[config.mk]
export PLATFORM = sky130hd
export DESIGN_NAME = rv32_exec_core
export DESIGN_NICKNAME = d
export VERILOG_FILES = /design/src/rtl/rv32_pkg.sv /design/src/rtl/rv32_imm_gen.sv /design/src/rtl/rv32_exec_core.sv
export SDC_FILE = /design/constraint.sdc
export NUM_CORES = 1
export LEC_CHECK = 0
export ABC_AREA = 1
export CAP_MARGIN = 20
export CELL_PAD_IN_SITES_DETAIL_PLACEMENT = 0
export CELL_PAD_IN_SITES_GLOBAL_PLACEMENT = 1
export CORE_ASPECT_RATIO = 0.5
export CORE_MARGIN = 3
export CORE_UTILIZATION = 34
export DETAILED_ROUTE_END_ITERATION = 6
export PLACE_DENSITY = 0.93
export SYNTH_ARGS = -nofsm -noshare
export SYNTH_HDL_FRONTEND = slang
export SYNTH_HIERARCHICAL = 1
export SYNTH_SLANG_ARGS = --single-unit
[constraint.sdc]
create_clock -name clk -period 2.34 [get_ports clk]
set_clock_uncertainty 0.15 [all_clocks]
set_input_delay 0.234 -clock clk [delete_from_list [all_inputs] [get_ports clk]]
set_output_delay 0.234 -clock clk [all_outputs]
set_load 0.02 [all_outputs]
[src/rtl/rv32_pkg.sv]
// rv32_pkg
//   Shared constants for the RV32I execute stage: major opcodes, ALU
//   funct3 encodings and branch funct3 encodings, plus a bit-reverse
//   helper used by the single-shifter build of the ALU.
package rv32_pkg;

    // Major opcodes, inst[6:0]
    localparam logic [6:0] OP_RTYPE  = 7'b0110011;
    localparam logic [6:0] OP_RIMM   = 7'b0010011;
    localparam logic [6:0] OP_LOAD   = 7'b0000011;
    localparam logic [6:0] OP_STORE  = 7'b0100011;
    localparam logic [6:0] OP_BRANCH = 7'b1100011;
    localparam logic [6:0] OP_LUI    = 7'b0110111;
    localparam logic [6:0] OP_AUIPC  = 7'b0010111;
    localparam logic [6:0] OP_JAL    = 7'b1101111;
    localparam logic [6:0] OP_JALR   = 7'b1100111;
    localparam logic [6:0] OP_SYSTEM = 7'b1110011;

    // ALU funct3, inst[14:12]
    localparam logic [2:0] F3_ADD  = 3'b000;
    localparam logic [2:0] F3_SLL  = 3'b001;
    localparam logic [2:0] F3_SLT  = 3'b010;
    localparam logic [2:0] F3_SLTU = 3'b011;
    localparam logic [2:0] F3_XOR  = 3'b100;
    localparam logic [2:0] F3_SR   = 3'b101;
    localparam logic [2:0] F3_OR   = 3'b110;
    localparam logic [2:0] F3_AND  = 3'b111;

    // Branch funct3, inst[14:12]
    localparam logic [2:0] F3_BEQ  = 3'b000;
    localparam logic [2:0] F3_BNE  = 3'b001;
    localparam logic [2:0] F3_BLT  = 3'b100;
    localparam logic [2:0] F3_BGE  = 3'b101;
    localparam logic [2:0] F3_BLTU = 3'b110;
    localparam logic [2:0] F3_BGEU = 3'b111;

    function automatic logic [31:0] rev32(input logic [31:0] v);
        logic [31:0] r;
        for (int i = 0; i < 32; i++) begin
            r[i] = v[31-i];
        end
        return r;
    endfunction

endpackage

[src/rtl/rv32_imm_gen.sv]
// rv32_imm_gen
//   Decodes the sign-extended immediate of an RV32I instruction from its
//   major opcode. Opcodes without an immediate (R-type, unknown) give 0.
// Ports:
//   inst  in   32  instruction
//   imm   out  32  decoded immediate (combinational)
module rv32_imm_gen
    import rv32_pkg::*;
(
    input  logic [31:0] inst,
    output logic [31:0] imm
);

    always_comb begin
        // NOTE: default assignment first so every path drives imm and no latch is inferred.
        imm = '0;
        case (inst[6:0])
            OP_LOAD, OP_RIMM, OP_JALR, OP_SYSTEM:
                imm = {{20{inst[31]}}, inst[31:20]};
            OP_STORE:
                imm = {{20{inst[31]}}, inst[31:25], inst[11:7]};
            OP_BRANCH:
                imm = {{19{inst[31]}}, inst[31], inst[7], inst[30:25], inst[11:8], 1'b0};
            OP_LUI, OP_AUIPC:
                imm = {inst[31:12], 12'b0};
            OP_JAL:
                imm = {{11{inst[31]}}, inst[31], inst[19:12], inst[20], inst[30:21], 1'b0};
            default:
                imm = '0;
        endcase
    end

endmodule

[src/rtl/rv32_exec_core.sv]
// rv32_exec_core
//   RV32I execute datapath: immediate decode, integer ALU and branch
//   condition, all combinational, plus one registered copy of the ALU
//   result and branch flag for the execute/memory boundary.
// Build option:
//   SHIFT_REVERSE_EN  defined: one right shifter serves SLL/SRL/SRA (SLL via
//                     bit reversal). Undefined: separate left/right shifters.
//                     Results are identical either way.
// Ports:
//   clk        in   1   rising-edge clock
//   resetn     in   1   asynchronous active-low reset (registered outputs only)
//   inst       in   32  instruction in execute
//   in_a       in   32  operand A (rs1 or PC)
//   in_b       in   32  operand B (rs2, immediate or 4)
//   in_valid   in   1   capture enable for result_q/take_b_q
//   imm        out  32  decoded immediate (combinational)
//   result     out  32  ALU result (combinational)
//   take_b     out  1   branch taken (combinational)
//   result_q   out  32  result captured on the last in_valid cycle
//   take_b_q   out  1   take_b captured on the last in_valid cycle
//   out_valid  out  1   in_valid delayed one cycle
module rv32_exec_core
    import rv32_pkg::*;
(
    input  logic        clk,
    input  logic        resetn,
    input  logic [31:0] inst,
    input  logic [31:0] in_a,
    input  logic [31:0] in_b,
    input  logic        in_valid,
    output logic [31:0] imm,
    output logic [31:0] result,
    output logic        take_b,
    output logic [31:0] result_q,
    output logic        take_b_q,
    output logic        out_valid
);

    logic [6:0]  opcode;
    logic [2:0]  funct3;
    logic [4:0]  shamt;
    logic        is_alu;
    logic        lt_s;
    logic        lt_u;
    logic [31:0] sll_res;
    logic [31:0] sr_res;

    assign opcode = inst[6:0];
    assign funct3 = inst[14:12];
    assign shamt  = in_b[4:0];
    assign is_alu = (opcode == OP_RTYPE) || (opcode == OP_RIMM);
    assign lt_s   = $signed(in_a) < $signed(in_b);
    assign lt_u   = in_a < in_b;

    rv32_imm_gen u_imm_gen (
        .inst (inst),
        .imm  (imm)
    );

`ifdef SHIFT_REVERSE_EN
    // SLL = reverse(reverse(a) >> n). The fill bit is only non-zero for SRA,
    // and only SR reaches the shifter unreversed, so the fill never leaks into SLL.
    logic [31:0] sh_in;
    logic        sh_fill;
    logic [32:0] sh_wide;

    assign sh_in   = (funct3 == F3_SLL) ? rev32(in_a) : in_a;
    assign sh_fill = (funct3 == F3_SR) && inst[30] && in_a[31];
    assign sh_wide = $signed({sh_fill, sh_in}) >>> shamt;
    assign sll_res = rev32(sh_wide[31:0]);
    assign sr_res  = sh_wide[31:0];
`else
    assign sll_res = in_a << shamt;
    assign sr_res  = inst[30] ? 32'($signed(in_a) >>> shamt) : (in_a >> shamt);
`endif

    always_comb begin
        result = in_a + in_b;
        if (is_alu) begin
            case (funct3)
                // Only the register form subtracts; in ADDI bit 30 is immediate data.
                F3_ADD:  result = ((opcode == OP_RTYPE) && inst[30]) ? (in_a - in_b) : (in_a + in_b);
                F3_SLL:  result = sll_res;
                F3_SLT:  result = {31'b0, lt_s};
                F3_SLTU: result = {31'b0, lt_u};
                F3_XOR:  result = in_a ^ in_b;
                F3_SR:   result = sr_res;
                F3_OR:   result = in_a | in_b;
                F3_AND:  result = in_a & in_b;
                default: result = in_a + in_b;
            endcase
        end
    end

    always_comb begin
        take_b = 1'b0;
        if (opcode == OP_BRANCH) begin
            case (funct3)
                F3_BEQ:  take_b = (in_a == in_b);
                F3_BNE:  take_b = (in_a != in_b);
                F3_BLT:  take_b = lt_s;
                F3_BGE:  take_b = !lt_s;
                F3_BLTU: take_b = lt_u;
                F3_BGEU: take_b = !lt_u;
                default: take_b = 1'b0;
            endcase
        end
    end

    // NOTE: sequential state uses non-blocking assignments so every register samples pre-edge values.
    always_ff @(posedge clk or negedge resetn) begin
        if (!resetn) begin
            result_q  <= '0;
            take_b_q  <= 1'b0;
            out_valid <= 1'b0;
        end else begin
            out_valid <= in_valid;
            if (in_valid) begin
                result_q <= result;
                take_b_q <= take_b;
            end
        end
    end

endmodule

==> run_results.csv, run 1 <==
group,metric,value,unit
run_status,run_status,"stopped before the end",
run_status,haltStage,"global routing (5_1_grt)",
run_status,error,"[ERROR GRT-0232] Routing congestion too high. Check the congestion heatmap in the GUI.",
floorplan,io_pins,198,
floorplan,fp.dieH,143,um
global_routing,grt_max_degree,42,
logic_synthesis,synth.most_common_cell,"nand2_1",
placed_design,hpwlAfterDp,57.9,mm
logic_synthesis,synth_edf_count,0,
floorplan,die_x,280,um
logic_synthesis,yosysWarnings,6,
placed_design,io_buffers,197,
floorplan,initial_core_util,35.0,%
clocking,cts_buffers,5,
clocking,h-tree-depth,2,
global_routing,track_usage,70.9,%
clocking,clock_tree.root_cell,"clkbuf_16",
logic_synthesis,avgSynthCellArea,5.10,um^2
placed_design,dp.cells,3653,
logic_synthesis,ys_top_cells_by_count,"nand2_1 (913), nand3_1 (429), inv_1 (342), nor2_1 (164), ha_1 (97)",
logic_synthesis,synth_cell_types,54,
logic_synthesis,synth-async-reset-ratio,100,%
logic_synthesis,synth_largest_area_cell,"nand2_1",
clocking,cts_buffer_depth,2,
timing,worstEndpointType,"output port",
logic_synthesis,synth_nets,2700,
logic_synthesis,ys_ff_latch,34,
logic_synthesis,synth_top_area_share,26.8,%
logic_synthesis,synthesis.instances,2502,
global_routing,grt-ovfl-total,43,
logic_synthesis,yosys-top-cells-area,"nand2_1 (27%), nand3_1 (17%), inv_1 (10%), ha_1 (9.5%), dfrtp_1 (6.7%)",
logic_synthesis,ys_seq_area_share,6.66,%
logic_synthesis,ys.flop_type,"dfrtp_1",
placed_design,gp_congestion,1.11,
timing,crit_endpoint,"result[14]",
floorplan,num_rows,49,
clocking,cts.sinks,34,
logic_synthesis,syn_area,12800,um^2
[metrics by stage]
step / setup slack (ns) / util (%) / hold WS, ns / cell area, um^2
floorplan: -0.0658 / - / -0.212 / 13000
global placement: -1.35 / 53.1 / 0.187 / 19400
detailed placement: -1.41 / 53.1 / 0.203 / 19400
CTS: -0.326 / 63.0 / 0.330 / 23000
[routing by layer]
layer  global-route usage, %  GRT overflow
met1                    70.0             5
met5                    51.6             0
met3                    66.7             1
met4                    59.6            17
met2                    82.9            20
[logic make-up after synthesis]
group | count (synthesis) | synth area share, %
compound gates | 269 | 12.4
flops | 34 | 6.66
buf+inv | 471 | 15.7
fa+ha+maj | 99 | 9.82
simple gates | 1621 | 54.9
xor+xnor | 8 | 0.549
[what timing repair did]
item / in CTS
endpoints found under the setup margin: 98
buffers inserted: 113
endpoints found under the hold margin: 34
hold buffers: 1
gates resized for setup: 1197
pin swaps: 233
gates cloned: 11
==> inputs of run 2 (changes only) <==
--- a/config.mk
+++ b/config.mk
@@ -7,13 +7,10 @@
 export LEC_CHECK = 0
 export ABC_AREA = 1
 export CAP_MARGIN = 20
-export CELL_PAD_IN_SITES_DETAIL_PLACEMENT = 0
-export CELL_PAD_IN_SITES_GLOBAL_PLACEMENT = 1
-export CORE_ASPECT_RATIO = 0.5
 export CORE_MARGIN = 3
-export CORE_UTILIZATION = 34
+export CORE_UTILIZATION = 25
 export DETAILED_ROUTE_END_ITERATION = 6
-export PLACE_DENSITY = 0.93
+export PLACE_DENSITY_LB_ADDON = 0.15
 export SYNTH_ARGS = -nofsm -noshare
 export SYNTH_HDL_FRONTEND = slang
 export SYNTH_HIERARCHICAL = 1
==> constraint.sdc (replaced) <==
create_clock -name clk -period 3 [get_ports clk]
set_clock_uncertainty 0.15 [all_clocks]
set_input_delay 0.3 -clock clk [delete_from_list [all_inputs] [get_ports clk]]
set_output_delay 0.3 -clock clk [all_outputs]
set_load 0.02 [all_outputs]
==> run_results.csv, run 2 <==
group,metric,value,unit
floorplan,num_rows,82,
run_status,run_status,"completed",
global_routing,grt_pass1_vias,18800,
final_layout,diodes,0,
final_layout,drive_above_1_share,34.5,%
detailed_routing,drt_iter0_drc,1715,
global_routing,grt_max_degree,70,
detailed_routing,routed_wirelength,79.5,mm
logic_synthesis,synth_largest_area_cell,"nand2_1",
timing,worst_slew_pin_slew,0.809,ns
power_and_ir_drop,power_frac_seq,10.8,%
logic_synthesis,synth-async-reset-ratio,100,%
final_layout,reg.largest.list,"result_q x32, out_valid x1, take_b_q x1",
floorplan,coreArea,50300,um^2
floorplan,fp.dieH,232,um
logic_synthesis,ys.flop_type,"dfrtp_1",
global_routing,track_usage,28.2,%
final_layout,multiInputGateArea,11300,um^2
power_and_ir_drop,vdd_drop_max,215,uV
min_path,whs_path_depth,2,
clocking,clock_tree.root_cell,"clkbuf_16",
logic_synthesis,synthesis.instances,2502,
clocking,cts_buffers,5,
worst_setup_path,rr_worst_depth,2,
floorplan,die_x,232,um
final_layout,layout_common_cells,"nand2_1 (844), buf_4 (646), nand3_1 (397), inv_1 (297), nor2_1 (106)",
logic_synthesis,synth_top_family_by_area,"simple AND/OR/NAND/NOR gates",
timing,rsz0062_at_grt,"yes",
logic_synthesis,synth-adder-area-share,9.82,%
detailed_routing,viasPerCell,4.96,
final_layout,largest_register_ffs,32,
logic_synthesis,synth_edf_count,0,
floorplan,dieArea,53800,um^2
clocking,h-tree-depth,2,
logic_synthesis,ys_ff_latch,34,
logic_synthesis,yosys-top-cells-area,"nand2_1 (27%), nand3_1 (17%), inv_1 (10%), ha_1 (9.5%), dfrtp_1 (6.7%)",
worst_setup_path,crit_arrival,2.53,ns
clocking,clkLatencyLatePin,0.28,ns
final_layout,syn_to_final_growth,68.6,%
timing,hold_viol,0,
placed_design,hpwlAfterDp,67.4,mm
logic_synthesis,muxShareOfSynthArea,0,%
final_layout,final_common_cell,"nand2_1",
logic_synthesis,synthSimpleGateAreaFrac,54.9,%
worst_setup_path,required,2.55,ns
logic_synthesis,ys_seq_area_share,6.66,%
logic_synthesis,synth_top_area_share,26.8,%
final_layout,register_area,851,um^2
timing,relSlewSlack,46.1,%
worst_setup_path,path_max_fanout,9,
power_and_ir_drop,power.density,247,nW/um^2
power_and_ir_drop,switching_share,49.8,%
logic_synthesis,synth_cell_types,54,
clocking,cts_buffer_depth,2,
detailed_routing,ant_nets,0,
detailed_routing,remaining_drc_errors,0,
power_and_ir_drop,total_power,5.33,mW
final_layout,fin_cells,3934,
final_layout,fill_cells,5530,
clocking,clk_pin_slew,0.05,ns
placed_design,io_buffers,197,
power_and_ir_drop,intPower,2.67,mW
logic_synthesis,synth-xor-area-share,0.549,%
detailed_routing,first_pass_iters,5,
logic_synthesis,syn_area,12800,um^2
timing,fmax,0.335,GHz
logic_synthesis,avgSynthCellArea,5.10,um^2
worst_setup_path,start_kind,"primary input",
floorplan,initial_core_util,25.4,%
placed_design,gp_congestion,1.02,
global_routing,grt_pass1_wl,115,mm
power_and_ir_drop,power.leakage,11.7,nW
clocking,cts.sinks,34,
power_and_ir_drop,p_sw,2.65,mW
power_and_ir_drop,clkPwrFrac,9.7,%
final_layout,regMostFlops,"result_q",
flow_run,maxCapViolations,0,
worst_setup_path,endpoint_kind,"output port",
timing,finalSetupViolCount,0,
final_layout,fin_nets,3459,
clocking,cts_tree,"yes",
logic_synthesis,ys_top_cells_by_count,"nand2_1 (913), nand3_1 (429), inv_1 (342), nor2_1 (164), ha_1 (97)",
logic_synthesis,yosysWarnings,6,
final_layout,fin_util,42.8,%
logic_synthesis,synth_compound_area_share,12.4,%
logic_synthesis,synth_nets,2700,
power_and_ir_drop,combinationalPowerShare,79.5,%
floorplan,io_pins,198,
detailed_routing,wl_per_cell,20.2,um
min_path,hold_path.class,"reg2reg",
placed_design,dp.cells,3898,
timing,finalCriticalPeriod,2.98,ns
logic_synthesis,synth.most_common_cell,"nand2_1",
global_routing,grt-ovfl-total,0,
global_routing,antenna_found_initial,1,
timing,period_share,99.5,%
detailed_routing,dr_total_vias,19500,
worst_setup_path,worstSetupPathType,"in2out",
timing,timing.final.max_slew_violations,0,
[run 2: power by group through the flow]
| stage | clock (mW) | combinational (mW) | sequential, mW |
|---|---|---|---|
| 2_1_floorplan | 0 | 1.66 | 0.677 |
| 3_3_place_gp | 0 | 3.86 | 0.583 |
| 3_5_place_dp | 0 | 3.86 | 0.584 |
| 4_1_cts | 0.529 | 4.03 | 0.578 |
| 5_1_grt | 0.561 | 4.54 | 0.587 |
| 6_report | 0.516 | 4.23 | 0.576 |
[run 2: per-stage QoR]
| step | TNS [ns] | hold slack [ns] | instance area (um^2) | setup WS [ns] |
|---|---|---|---|---|
| after floorplan | 0 | -0.146 | 12800 | 0.0901 |
| after global placement | -38.93 | 0.270 | 19900 | -1.51 |
| after detailed placement | -39.24 | 0.285 | 19900 | -1.46 |
| after CTS | -0.0354 | 0.334 | 21000 | -0.0354 |
| after global routing | -0.124 | 0.344 | 21500 | -0.0548 |
| final | 0 | 0.328 | 21500 | 0.0164 |
[run 2: repair_timing]
action / 4_1_cts / 5_1_grt
setup endpoints to repair: 50 / 39
gates cloned: 1 / 0
gates resized for setup: 483 / 253
hold buffers: 1 / 0
pin swaps: 54 / 74
endpoints found under the hold margin: 34 / 0
buffers inserted: 13 / 13
[run 2: cells by family (layout without fill, tap and decap cells)]
| logic type | after synthesis | count (layout) |
|---|---|---|
| buffers and inverters | 471 | 1231 |
| flip-flops | 34 | 34 |
| AO/OA/AOI/OAI | 269 | 269 |
| AND/OR/NAND/NOR | 1621 | 1621 |
| adder cells (fa/ha/maj) | 99 | 99 |
| XOR/XNOR | 8 | 8 |
[run 2: cell type report]
cell class                      instances  share of cell area, %
Timing Repair Buffer                  862                   32.6
Clock buffer                            7                  0.662
Multi-Input combinational cell       1997                   52.5
Clock inverter                          1                 0.0232
Tap cell                              672                   3.91
Sequential cell                        34                   3.95
Inverter                              361                   6.39
[run 2: worst paths after layout]
kind,slack [ns],startpoint,endpoint
max reg2reg,2.20,result_q[15],result_q[15]
min,0.33,result_q[23],result_q[23]
max in group asynchronous,1.68,resetn,result_q[10]
min reg2reg,0.33,result_q[23],result_q[23]
max,0.02,in_b[0],result[11]
min in group asynchronous,0.50,resetn,result_q[25]
[run 2: metal layers]
metal	up-vias	GRT usage, %	wire [um]
met3	121	3.04	5360
met5	-	0	16
met2	766	46.3	35700
met1	9090	38.7	35200
met4	2	9.06	3120
li1	9538	-	-
[run 2: critical path, stage by stage]
cell	delay, ns
clkbuf_4	0.16
buf_8	0.15
buf_4	0.12
buf_4	0.15
nand2_1	0.08
buf_4	0.13
nand3_1	0.09
nand3_1	0.16
nand2_1	0.15
nand2_1	0.06
nand2_1	0.12
o21ai_0	0.11
o21bai_1	0.32
nand2_2	0.16
nand2_2	0.12
buf_4	0.15
(Power assumes the default switching activity.)
==> inputs of run 3 (changes only) <==
--- a/config.mk
+++ b/config.mk
@@ -9,6 +9,7 @@
 export CAP_MARGIN = 20
 export CORE_MARGIN = 3
 export CORE_UTILIZATION = 25
+export CTS_CLUSTER_DIAMETER = 100
 export DETAILED_ROUTE_END_ITERATION = 6
 export PLACE_DENSITY_LB_ADDON = 0.15
 export SYNTH_ARGS = -nofsm -noshare
==> results of run 3 <==
No change in the layout: final DEF, timing and power equal those of run 2.
==> inputs of run 4 (changes only) <==
--- a/config.mk
+++ b/config.mk
@@ -7,7 +7,7 @@
 export LEC_CHECK = 0
 export ABC_AREA = 1
 export CAP_MARGIN = 20
-export CORE_MARGIN = 3
+export CORE_MARGIN = 2
 export CORE_UTILIZATION = 25
 export CTS_CLUSTER_DIAMETER = 100
 export DETAILED_ROUTE_END_ITERATION = 6
==> run_results.csv, run 4 (synthesis gave the netlist of run 2 again) <==
group,metric,value,unit
timing,setup_ws,0.00754,ns
detailed_routing,routed_wirelength,81.0,mm
global_routing,busiest_layer,"met2",
worst_setup_path,start_kind,"primary input",
timing,relSlewSlack,45.8,%
detailed_routing,dr_total_vias,19600,
detailed_routing,first_pass_iters,6,
worst_setup_path,slowest_stage,"clkdlybuf4s15_1",
timing,finalCriticalPeriod,2.99,ns
placed_design,dpl_worst_slack,-1.47,ns
floorplan,initial_core_util,25.4,%
worst_setup_path,path_buf_inv,8,
global_routing,grt-ovfl-total,0,
global_routing,use_met2,47.1,%
power_and_ir_drop,p_sw,2.69,mW
min_path,hold_path.class,"reg2reg",
final_layout,regMostFlops,"result_q",
floorplan,num_rows,82,
placed_design,dp.cells,3918,
final_layout,reg.largest.list,"result_q x32, out_valid x1, take_b_q x1",
power_and_ir_drop,power.leakage,11.8,nW
placed_design,gp_congestion,1.05,
detailed_routing,drt_iter0_drc,1806,
timing,worst_slew_pin_slew,0.813,ns
worst_setup_path,timing.critical_path.mode_cell,"buf_4",
flow_run,maxCapViolations,0,
floorplan,fp.dieH,230,um
timing,hold_ws,0.327,ns
power_and_ir_drop,clkPwrFrac,9.6,%
power_and_ir_drop,vdd_drop_max,190,uV
placed_design,hpwlAfterDp,69.0,mm
detailed_routing,wl_per_cell,20.4,um
placed_design,io_buffers,197,
timing,tns,0,ns
run_status,run_status,"completed",
power_and_ir_drop,power_frac_seq,10.7,%
clocking,h-tree-depth,2,
final_layout,final_common_cell,"nand2_1",
global_routing,globalRouteMet3Util,2.10,%
clocking,cts_tree,"yes",
global_routing,grtUsageMet1,40.8,%
global_routing,grt_max_degree,70,
clocking,cts_buffer_depth,2,
final_layout,syn_to_final_growth,70.0,%
clocking,cts.sinks,34,
floorplan,die_x,230,um
detailed_routing,remaining_drc_errors,0,
power_and_ir_drop,switching_share,49.7,%
clocking,clkLatencyLatePin,0.28,ns
global_routing,antenna_found_initial,1,
final_layout,fin_util,43.2,%
final_layout,fill_cells,5594,
worst_setup_path,path_cells,"clkdlybuf4s15_1, inv_1, ha_4, buf_4, inv_2, buf_4, o22ai_1, a211oi_2, buf_4, nand2_1, a21oi_2, buf_4, a21boi_2, buf_6",
power_and_ir_drop,power.density,250,nW/um^2
clocking,cts_buffers,5,
final_layout,layout_common_cells,"nand2_1 (847), buf_4 (669), nand3_1 (400), inv_1 (299), nor2_1 (105)",
power_and_ir_drop,intPower,2.73,mW
timing,timing.final.max_slew_violations,0,
final_layout,drive_above_1_share,34.7,%
worst_setup_path,crit_arrival,2.54,ns
worst_setup_path,worstSetupPathType,"in2out",
detailed_routing,ant_nets,0,
worst_setup_path,endpoint_kind,"output port",
worst_setup_path,required,2.55,ns
timing,period_share,99.7,%
timing,finalSetupViolCount,0,
detailed_routing,viasPerCell,4.94,
timing,hold_viol,0,
global_routing,grt_pass1_wl,118,mm
floorplan,io_pins,198,
timing,rsz0062_at_grt,"yes",
global_routing,track_usage,29.7,%
final_layout,fin_nets,3488,
worst_setup_path,path_max_fanout,3,
clocking,clock_tree.root_cell,"clkbuf_16",
floorplan,coreArea,50300,um^2
placed_design,dpl-instance-area,20000,um^2
final_layout,largest_register_ffs,32,
global_routing,grt_pass1_vias,19200,
timing,fmax,0.334,GHz
floorplan,dieArea,52900,um^2
worst_setup_path,cp_top_family,"buffers and inverters",
clocking,clk_pin_slew,0.05,ns
worst_setup_path,max_stage_delay,0.31,ns
power_and_ir_drop,total_power,5.42,mW
final_layout,fin_cells,3964,
power_and_ir_drop,combinationalPowerShare,79.7,%
final_layout,final_area,21700,um^2
run 4: worst paths after layout:
kind	startpoint	endpoint	slack, ns	cells after the start
max	in_a[29]	result[29]	0.008	14
min reg2reg	result_q[23]	result_q[23]	0.33	2
min in group asynchronous	resetn	result_q[13]	0.51	2
max in group asynchronous	resetn	result_q[6]	1.67	2
max reg2reg	result_q[15]	result_q[15]	2.19	2
min	result_q[23]	result_q[23]	0.33	2
run 4: layout make-up:
cell class,instances,area [um^2],share of cell area (%)
multi-input combinational,1997,11300,51.9
timing repair buffer,891,7220,33.3
inverter,361,1370,6.33
sequential,34,851,3.92
tap,672,841,3.87
clock buffer,7,143,0.657
clock inverter,1,5.00,0.0231
antenna,1,2.50,0.0115
run 4: repair_timing:
action,4_1_cts,5_1_grt
cloned,0,1
hold buffers,1,0
resized for setup,501,219
buffers inserted,20,15
setup endpoints to repair,51,34
pin swaps,52,54
endpoints found under the hold margin,34,0
run 4: power by group through the flow:
stage | logic (mW) | registers (mW) | clock network [mW]
finish | 4.32 | 0.579 | 0.522
global placement | 3.92 | 0.585 | 0
global route | 4.62 | 0.591 | 0.558
floorplan | 1.66 | 0.677 | 0
detailed placement | 3.92 | 0.587 | 0
CTS | 4.10 | 0.581 | 0.530
run 4: layer usage:
layer | vias to the layer above | part of all wire, %
li1 | 9598 | -
met1 | 9121 | 45
met2 | 705 | 44
met3 | 144 | 5.5
met4 | 0 | 5.2
met5 | - | 0
run 4: tightest hold or removal path, cell delays in order, from the launching register on:
cell	delay [ns]
dfrtp_1	0.34
nand2_1	0.05
nand2_1	0.05
